## src/rtl/gray_pkg.sv

```systemverilog
`default_nettype none
// ============================================================================
//  Module  : gray_pkg
//  Brief   : Shared Gray/binary conversion helpers and wrap-mode constants
//            for the gray_counter block.
//  Rev     : 1.0  initial release
// ============================================================================
package gray_pkg;

  // Values for the gray_counter WRAP parameter
  localparam int unsigned WRAP_MODE = 1;
  localparam int unsigned SAT_MODE  = 0;

  // Binary to reflected Gray code; narrower values are zero-extended by the caller
  function automatic logic [31:0] bin2gray(input logic [31:0] b);
    return b ^ (b >> 1);
  endfunction

  // Reflected Gray code to binary: each binary bit is the XOR of all Gray bits at or above it
  function automatic logic [31:0] gray2bin(input logic [31:0] g);
    logic [31:0] b;
    b[31] = g[31];
    for (int i = 30; i >= 0; i--) begin
      b[i] = b[i+1] ^ g[i];
    end
    return b;
  endfunction

endpackage : gray_pkg
`default_nettype wire

```

## src/rtl/gray_to_bin.sv

```systemverilog
`default_nettype none
// ============================================================================
//  Module  : gray_to_bin
//  Brief   : Combinational Gray-to-binary converter, WIDTH bits (2..32).
//  Rev     : 1.0  initial release
// ============================================================================
module gray_to_bin
  import gray_pkg::*;
#(
  parameter int unsigned WIDTH = 4
) (
  input  logic [WIDTH-1:0] gray,
  output logic [WIDTH-1:0] bin
);

  // Zero-extend into the 32-bit helper; upper zeros decode to zeros
  assign bin = WIDTH'(gray2bin(32'(gray)));

endmodule : gray_to_bin
`default_nettype wire

```

## src/rtl/gray_counter.sv

```systemverilog
`default_nettype none
// ============================================================================
//  Module  : gray_counter
//  Brief   : Up/down counter with registered binary and Gray outputs, a
//            synchronous load, wrap or saturate behaviour and a one-cycle
//            wrap pulse.
//            Build option: GRAY_COUNTER_LOAD_GRAY_EN -- when defined, load_val
//            is Gray coded and decoded by gray_to_bin before the register;
//            otherwise load_val is plain binary.
//  Rev     : 1.0  initial release
// ============================================================================
module gray_counter
  import gray_pkg::*;
#(
  parameter int unsigned WIDTH     = 4,
  parameter int unsigned RESET_VAL = 0,
  parameter int unsigned WRAP      = 1
) (
  input  logic             clk,
  input  logic             rst_n,
  input  logic             en,
  input  logic             up,
  input  logic             load,
  input  logic [WIDTH-1:0] load_val,
  output logic [WIDTH-1:0] bin,
  output logic [WIDTH-1:0] gray,
  output logic             wrap
);

  localparam logic [WIDTH-1:0] c_one        = {{(WIDTH-1){1'b0}}, 1'b1};
  localparam logic [WIDTH-1:0] c_max        = '1;
  localparam logic [WIDTH-1:0] c_reset_bin  = WIDTH'(RESET_VAL);
  localparam logic [WIDTH-1:0] c_reset_gray = WIDTH'(bin2gray(RESET_VAL));

  logic [WIDTH-1:0] r_bin;
  logic [WIDTH-1:0] r_gray;
  logic             r_wrap;

  logic [WIDTH-1:0] w_load_bin;
  logic [WIDTH-1:0] w_bin_nxt;
  logic [WIDTH-1:0] w_gray_nxt;
  logic             w_wrap_nxt;

`ifdef GRAY_COUNTER_LOAD_GRAY_EN
  gray_to_bin #(
    .WIDTH (WIDTH)
  ) u_gray_to_bin (
    .gray (load_val),
    .bin  (w_load_bin)
  );
`else
  assign w_load_bin = load_val;
`endif

  // Next-state count: load beats enable; the boundary either wraps (with a pulse) or holds
  always_comb begin
    w_bin_nxt  = r_bin;
    w_wrap_nxt = 1'b0;
    if (load) begin
      w_bin_nxt = w_load_bin;
    end else if (en) begin
      if (up) begin
        if (r_bin == c_max) begin
          if (WRAP == WRAP_MODE) begin
            w_bin_nxt  = '0;
            w_wrap_nxt = 1'b1;
          end
        end else begin
          w_bin_nxt = r_bin + c_one;
        end
      end else begin
        if (r_bin == '0) begin
          if (WRAP == WRAP_MODE) begin
            w_bin_nxt  = c_max;
            w_wrap_nxt = 1'b1;
          end
        end else begin
          w_bin_nxt = r_bin - c_one;
        end
      end
    end
    // Gray is derived from the next binary state so both registers move on the same edge
    w_gray_nxt = WIDTH'(bin2gray(32'(w_bin_nxt)));
  end

  // State registers with asynchronous reset to the configured start value
  always_ff @(posedge clk or negedge rst_n) begin
    if (!rst_n) begin
      r_bin  <= c_reset_bin;
      r_gray <= c_reset_gray;
      r_wrap <= 1'b0;
    end else begin
      r_bin  <= w_bin_nxt;
      r_gray <= w_gray_nxt;
      r_wrap <= w_wrap_nxt;
    end
  end

  assign bin  = r_bin;
  assign gray = r_gray;
  assign wrap = r_wrap;

endmodule : gray_counter
`default_nettype wire

```

## config.mk

```make
export PLATFORM = sky130hd
export DESIGN_NAME = gray_counter
export DESIGN_NICKNAME = d
export VERILOG_FILES = /design/src/rtl/gray_pkg.sv /design/src/rtl/gray_to_bin.sv /design/src/rtl/gray_counter.sv
export SDC_FILE = /design/constraint.sdc
export NUM_CORES = 1
export LEC_CHECK = 0
export CAP_MARGIN = 20
export CORE_AREA = 4 4 41 43
export DETAILED_ROUTE_END_ITERATION = 10
export DIE_AREA = 0 0 45 47
export PLACE_DENSITY = 0.79
export SYNTH_ARGS = -nofsm -noshare
export SYNTH_HDL_FRONTEND = slang
export SYNTH_SLANG_ARGS = --single-unit
```

## constraint.sdc

```tcl
create_clock -name clk -period 4.15 [get_ports clk]
set_input_delay 0.83 -clock clk [delete_from_list [all_inputs] [get_ports clk]]
set_output_delay 0.83 -clock clk [all_outputs]
set_load 0.01 [all_outputs]
```

**After elaboration in Yosys (flattened, before gate mapping)**

Index checks and enable logic that the tools add are counted.

- Bits in registers: 9
- Output and inout port bits: 9
- Logic and storage cells: 18

- Add/subtract/negate cells: 2
- Eq/ne operators: 1
- Multiplexer cells: 10
- Bitwise logic cells: 1
- Reductions and logical operators: 1

Operators by type and width:

| cell | count |
|---|---|
| $mux 4 | 5 |
| $mux 1 | 5 |
| $add 4x1->4 const B | 1 |
| $eq 4x4->1 const B | 1 |
| $logic_not 4->1 | 1 |
| $sub 4x1->4 const B | 1 |
| $xor 4x3->4 | 1 |

**Longest topological paths before layout**

Gate-level depths: netlist of run 1.

- Word-level depth: 6
- Depth in mapped cells: 6
- Mapped depth without buffers: 6

**Least setup slack after synthesis of run 1**

Ideal clock, no wire load.

- Path type: input-to-reg
- Start: input port load
- End: register r_gray[2], in the netlist gray[2]
- Setup time: 0.127 ns
- Arrival time: 1.595 ns
- Required time: 4.023 ns
- Slack: 2.428 ns
- Stages: 5
- Cell sequence: clkbuf_1 -> nor3b_1 -> a21oi_1 -> nand3_1 -> a2bb2oi_1

- Word-level cells in the longest chain between the ends: 2

RTL lines:

| element | line | RTL |
|---|---|---|
| start: declaration | gray_counter.sv:23 | `input logic load,` |
| $mux 4 | gray_counter.sv:59 | `if (load) begin` |
| $xor 4x3->4 | gray_pkg.sv:16 | `return b ^ (b >> 1);` |
| net w_gray_nxt[2] | gray_counter.sv:41 | `logic [WIDTH-1:0] w_gray_nxt;` |
| end signal: assignment | gray_counter.sv:90 | `r_gray <= c_reset_gray;` |
| end signal: assignment | gray_counter.sv:94 | `r_gray <= w_gray_nxt;` |
| end: declaration | gray_counter.sv:36 | `logic [WIDTH-1:0] r_gray;` |

The timed path passes the listed nets, and every way through them passes these cells.

==> impl_metrics.env, run 1 <==
export IMPL_status="complete, no violations"
export IMPL_multiInputGateArea_um2=284.0
export IMPL_clk_transition_reported_paths_ns=0.05
export IMPL_synth_main_ff_cell="dfrtp_1"
export IMPL_drc=0
export IMPL_wl_mm=1.097
export IMPL_holdCritPathClass="reg2reg"
export IMPL_cp_arrival_ns=1.34
export IMPL_drv_cap=0
export IMPL_final_util_pct=54.90
export IMPL_min_period_over_period_pct=52.40
export IMPL_cts_buffers=3
export IMPL_layout_drive_gt1_share_pct=5.634
export IMPL_dpl_hpwl_um=850.5
export IMPL_ys_seq_elements=8
export IMPL_setup_worst_path_class="reg2out"
export IMPL_worstMarginPinSlew_ns=0.4042
export IMPL_worstPathCellList="clkdlybuf4s50_1"
export IMPL_ys_seq_area_share_pct=38.65
export IMPL_path_buf_inv=1
export IMPL_fmaxAchievable_ghz=0.4599
export IMPL_ir_worst_vdd_mv=0.2192
export IMPL_avgRoutedWirePerCell_um=12.76
export IMPL_diodes=0
export IMPL_tns_ns=0
export IMPL_portBuffers=17
export IMPL_crit_fanout=10
export IMPL_post_cts_buffers=0
export IMPL_syn_area_um2=518.0
export IMPL_placementRows=13
export IMPL_fillers=122
export IMPL_die_y_um=47
export IMPL_synth_yosys_warnings=0
export IMPL_rsz0062_at_grt="false"
export IMPL_gp_congestion=0.8109
export IMPL_path_delay_family="buffers and inverters"
export IMPL_setup_violations_final=0
export IMPL_pwr_density_cell_nw_per_um2=384.0
export IMPL_grt_usage_pct=11.33
export IMPL_drtIter0Drc=6
export IMPL_async_flop_share_pct=100.0
export IMPL_slowest_delay_ns=0.59
export IMPL_end_kind="output port"
export IMPL_clockBufferDepth=2
export IMPL_final_hold_violation_count=0
export IMPL_areaGrowthSynthToFinish_pct=37.92
export IMPL_die_w_um=45
export IMPL_nNetsFinal=84
export IMPL_dpl_cell_count=83
export IMPL_place_ws_ns=1.810
export IMPL_hold_buffers=0
export IMPL_grt_max_degree=12
export IMPL_syn_avg_cell_area_um2=9.593
export IMPL_final_max_slew_viol_count=0
export IMPL_max_slew_margin_pct=72.28
export IMPL_antenna_found_initial=0
export IMPL_cts_tree="yes"
export IMPL_synth_edf_count=0
export IMPL_cp_start_kind="register"
export IMPL_postSynthCellCount=54
export IMPL_ios=18
export IMPL_register_area_um2=200.2
export IMPL_drt_vias_per_instance=5.291
export IMPL_min_period_ns=2.175
export IMPL_htree_levels=1
export IMPL_cp_required_ns=3.32
export IMPL_synth_distinct_cells=29
export IMPL_grt_pass1_wl_mm=1.676
export IMPL_drt_pass1_iter_count=4
export IMPL_leakage_nw=0.3047
export IMPL_synthesis_nets=65
export IMPL_fin_skew_ns=0.005519
export IMPL_drtAntennaViolNets=0
export IMPL_cts_resized_gates=0
export IMPL_cts_sinks=8
export IMPL_instances_no_fill=86
export IMPL_coreArea_um2=1301
export IMPL_floorplan_initialDensity_pct=39.81
export IMPL_root_buffer="clkbuf_4"
export IMPL_grt_pass1_vias=382
export IMPL_grt_overflow=0
export IMPL_dr_total_vias=455
export IMPL_worst_slack_ns=1.975
export IMPL_clk_latency_ns=0.25
export IMPL_die_area_um2=2115
export IMPL_cpMaxStageDelayCell="clkdlybuf4s50_1"
-- metrics by stage --
stage / instance area (um2) / total power [mW] / hold WS (ns)
final: 714.4 / 0.2743 / 0.7918
after global routing: 714.4 / 0.2935 / 0.8456
after CTS: 714.4 / 0.2765 / 0.7903
after detailed placement: 691.9 / 0.2175 / 0.7779
after global placement: 691.9 / 0.2163 / 0.7742
after floorplan: 518.0 / 0.1656 / 0.5344
-- flip-flops by register name, summed over array words and instances (netlist names) --
| register | count |
|---|---|
| gray | 3 |
| wrap | 1 |
| bin | 4 |
-- metal layers --
metal | global-route usage (%) | part of all wire (%) | vias to the layer above
met5 | 0 | 0 | -
met4 | 3.509 | 1.0 | 0
met3 | 5.364 | 7.6 | 2
met2 | 19.77 | 48 | 15
met1 | 12.18 | 44 | 209
li1 | - | - | 229
-- layout by cell type, fill, tap and decap left out, drive strengths merged, types with 2 or more instances in the layout --
master / n
clkdlybuf4s50: 17
dfrtp: 8
inv: 5
a21oi: 5
mux2i: 4
nor3b: 3
clkbuf: 3
nor2b: 2
nand4: 2
xnor2: 2
ha: 2
-- power breakdown --
group          switching [mW]  internal [mW]
sequential             0.0163         0.0931
combinational          0.0453         0.0616
clock                  0.0250         0.0330
-- cells by family after synthesis --
logic type                 Yosys count  synth area share [%]
AOI/OAI and AO/OA                   12                 15.46
xor gates and xnor gates             3                 5.073
adders and majority gates            2                 4.830
buffers and inverters                8                 6.523
DFF                                  8                 38.65
muxes                                4                 7.730
and+or+nand+nor                     17                 21.74
-- cell type report --
type                       instances  area share, %
tap                               15          2.627
inverter                           5          2.627
timing repair buffer              17          23.82
multi-input combinational         38          39.75
sequential                         8          28.02
clock buffer                       3          3.152
-- synthesized netlist by cell type (2+ instances only) --
cell type | instances | area [um2]
dfrtp_1 | 8 | 200.2
ha_1 | 2 | 25.02
inv_1 | 5 | 18.77
nor3b_1 | 3 | 22.52
a21oi_1 | 5 | 25.02
mux2i_1 | 4 | 40.04
nor2b_1 | 2 | 12.51
xnor2_1 | 2 | 17.52
clkbuf_1 | 2 | 7.510
nand4_1 | 2 | 12.51
-- final timing paths --
kind                            cells after the start   start  slack, ns  endpoint
min in group asynchronous                           1   rst_n       0.84    bin[0]
worst max-delay path                                1  bin[3]       1.98   gray[3]
worst max register to register                      6  bin[0]       2.42   gray[0]
worst min register to register                      2  bin[0]       0.79    bin[0]
max in group asynchronous                           1   rst_n       3.06   gray[2]
worst min-delay path                                2  bin[0]       0.79    bin[0]
Power figures use the tool's default switching activity.
==> inputs of run 2 (changes only) <==
==> constraint.sdc (replaced) <==
create_clock -name clk -period 2.05 [get_ports clk]
set_input_delay 0.41 -clock clk [delete_from_list [all_inputs] [get_ports clk]]
set_output_delay 0.41 -clock clk [all_outputs]
set_load 0.01 [all_outputs]
==> run 2 against run 1 <==
Register-to-register slack lost 2.1 ns; total power increased by 100%; setup slack worse by 1.7 ns; worst hold slack worse by 0.38 ns; first-iteration DRC count shrank 50%; non-clock buffer count unchanged; cell area is the same; combinational power rose by 100%; wire length is 0.55% higher.
==> impl_metrics.env, run 2 (same netlist as run 1, synthesis figures left out) <==
export IMPL_status="complete, no violations"
export IMPL_fin_skew_ns=0.006321
export IMPL_cts_resized_gates=0
export IMPL_slowest_delay_ns=0.60
export IMPL_hold_buffers=0
export IMPL_grt_overflow=0
export IMPL_antenna_found_initial=0
export IMPL_coreArea_um2=1301
export IMPL_die_y_um=47
export IMPL_portBuffers=17
export IMPL_layout_commonest_cell="clkdlybuf4s50_1"
export IMPL_use_met2_pct=18.64
export IMPL_drt_vias_per_instance=5.256
export IMPL_drt_pass1_iter_count=2
export IMPL_met1_usage_pct=13.08
export IMPL_top_usage_layer="met2"
export IMPL_max_slew_margin_pct=73.93
export IMPL_fmaxAchievable_ghz=0.5687
export IMPL_cts_tree="yes"
export IMPL_drc=0
export IMPL_placementRows=13
export IMPL_clockBufferDepth=2
export IMPL_path_buf_inv=1
export IMPL_cp_required_ns=1.64
export IMPL_clk_latency_ns=0.26
export IMPL_final_max_slew_viol_count=0
export IMPL_path_delay_family="buffers and inverters"
export IMPL_min_period_over_period_pct=85.78
export IMPL_root_buffer="clkbuf_4"
export IMPL_multiInputGateArea_um2=284.0
export IMPL_end_kind="output port"
export IMPL_worstMarginPinSlew_ns=0.3802
export IMPL_die_w_um=45
export IMPL_ff2ff_setup_slack_ns=0.35
export IMPL_post_cts_buffers=0
export IMPL_grt_pass1_wl_mm=1.642
export IMPL_dpl_hpwl_um=866.7
export IMPL_register_area_um2=200.2
export IMPL_fillers=123
export IMPL_r2r_start="bin[0]"
export IMPL_leakage_nw=0.3047
export IMPL_setup_violations_final=0
export IMPL_wl_mm=1.103
export IMPL_setup_worst_path_class="reg2out"
export IMPL_cp_depth=1
export IMPL_drtAntennaViolNets=0
export IMPL_drv_cap=0
export IMPL_avgRoutedWirePerCell_um=12.83
export IMPL_tns_ns=0
export IMPL_rr_worst_depth=6
export IMPL_drtIter0Drc=3
export IMPL_clk_transition_reported_paths_ns=0.06
export IMPL_grt_max_degree=12
export IMPL_gp_congestion=0.8105
export IMPL_floorplan_initialDensity_pct=39.81
export IMPL_largest_register_ffs=4
export IMPL_cpMaxStageDelayCell="clkdlybuf4s50_1"
export IMPL_r2r_end="gray[0]"
export IMPL_dpl_cell_count=83
export IMPL_nNetsFinal=84
export IMPL_instances_no_fill=86
export IMPL_worstPathCellList="clkdlybuf4s50_1"
export IMPL_ir_worst_vdd_mv=0.4248
export IMPL_cts_sinks=8
export IMPL_ios=18
export IMPL_crit_fanout=8
export IMPL_cp_arrival_ns=1.35
export IMPL_dr_total_vias=452
export IMPL_holdCritPathClass="in2async"
export IMPL_grt_pass1_vias=368
export IMPL_grt_usage_pct=11.32
export IMPL_areaGrowthSynthToFinish_pct=37.92
export IMPL_grtUsageMet3_pct=5.364
export IMPL_min_period_ns=1.759
export IMPL_rsz0062_at_grt="false"
export IMPL_final_cell_mix="clkdlybuf4s50_1, dfrtp_1, inv_1, a21oi_1, mux2i_1"
export IMPL_layout_drive_gt1_share_pct=5.634
export IMPL_die_area_um2=2115
export IMPL_final_hold_violation_count=0
export IMPL_cp_start_kind="register"
export IMPL_cts_buffers=3
export IMPL_diodes=0
export IMPL_whs_ns=0.4151
export IMPL_pwr_density_cell_nw_per_um2=782.0
export IMPL_htree_levels=1
## run 2: layer usage
metal  part of all wire (%)  vias to the layer above
li1                       -                      231
met1                     41                      204
met2                     49                       15
met3                    8.0                        2
met4                    1.5                        0
met5                      0                        -
## run 2: final cells by class
cell class,instances,share of cell area [%]
inverters,5,2.627
repair buffers,17,23.82
multi-input cells,38,39.75
clock buffers,3,3.152
well taps,15,2.627
flip-flops and latches,8,28.02
## run 2: metrics by stage
stage | power [mW] | cell area [um2] | setup WS, ns | utilization [%]
floorplan | 0.3353 | 518.0 | 0.5217 | -
global placement | 0.4379 | 691.9 | 0.1547 | 53.17
detailed placement | 0.4407 | 691.9 | 0.1185 | 53.17
CTS | 0.5659 | 714.4 | 0.2746 | 54.90
global route | 0.5907 | 714.4 | 0.2186 | 54.90
finish | 0.5587 | 714.4 | 0.2915 | 54.90
## run 2: worst max path at each step
stage	from	slack (ns)	endpoint
after floorplan	bin[0]	0.52	gray[0]
after global placement	up	0.15	gray[1]
after global routing	bin[0]	0.22	gray[0]
after CTS	bin[3]	0.27	bin[3]
final	bin[0]	0.29	bin[0]
after detailed placement	up	0.12	gray[1]
## run 2: power breakdown
part | leakage [nW] | switching (mW) | total (mW) | internal, mW
Clock | 0.0138 | 0.0559 | 0.123 | 0.0671
Combinational | 0.195 | 0.0901 | 0.215 | 0.125
Sequential | 0.0954 | 0.0325 | 0.221 | 0.188
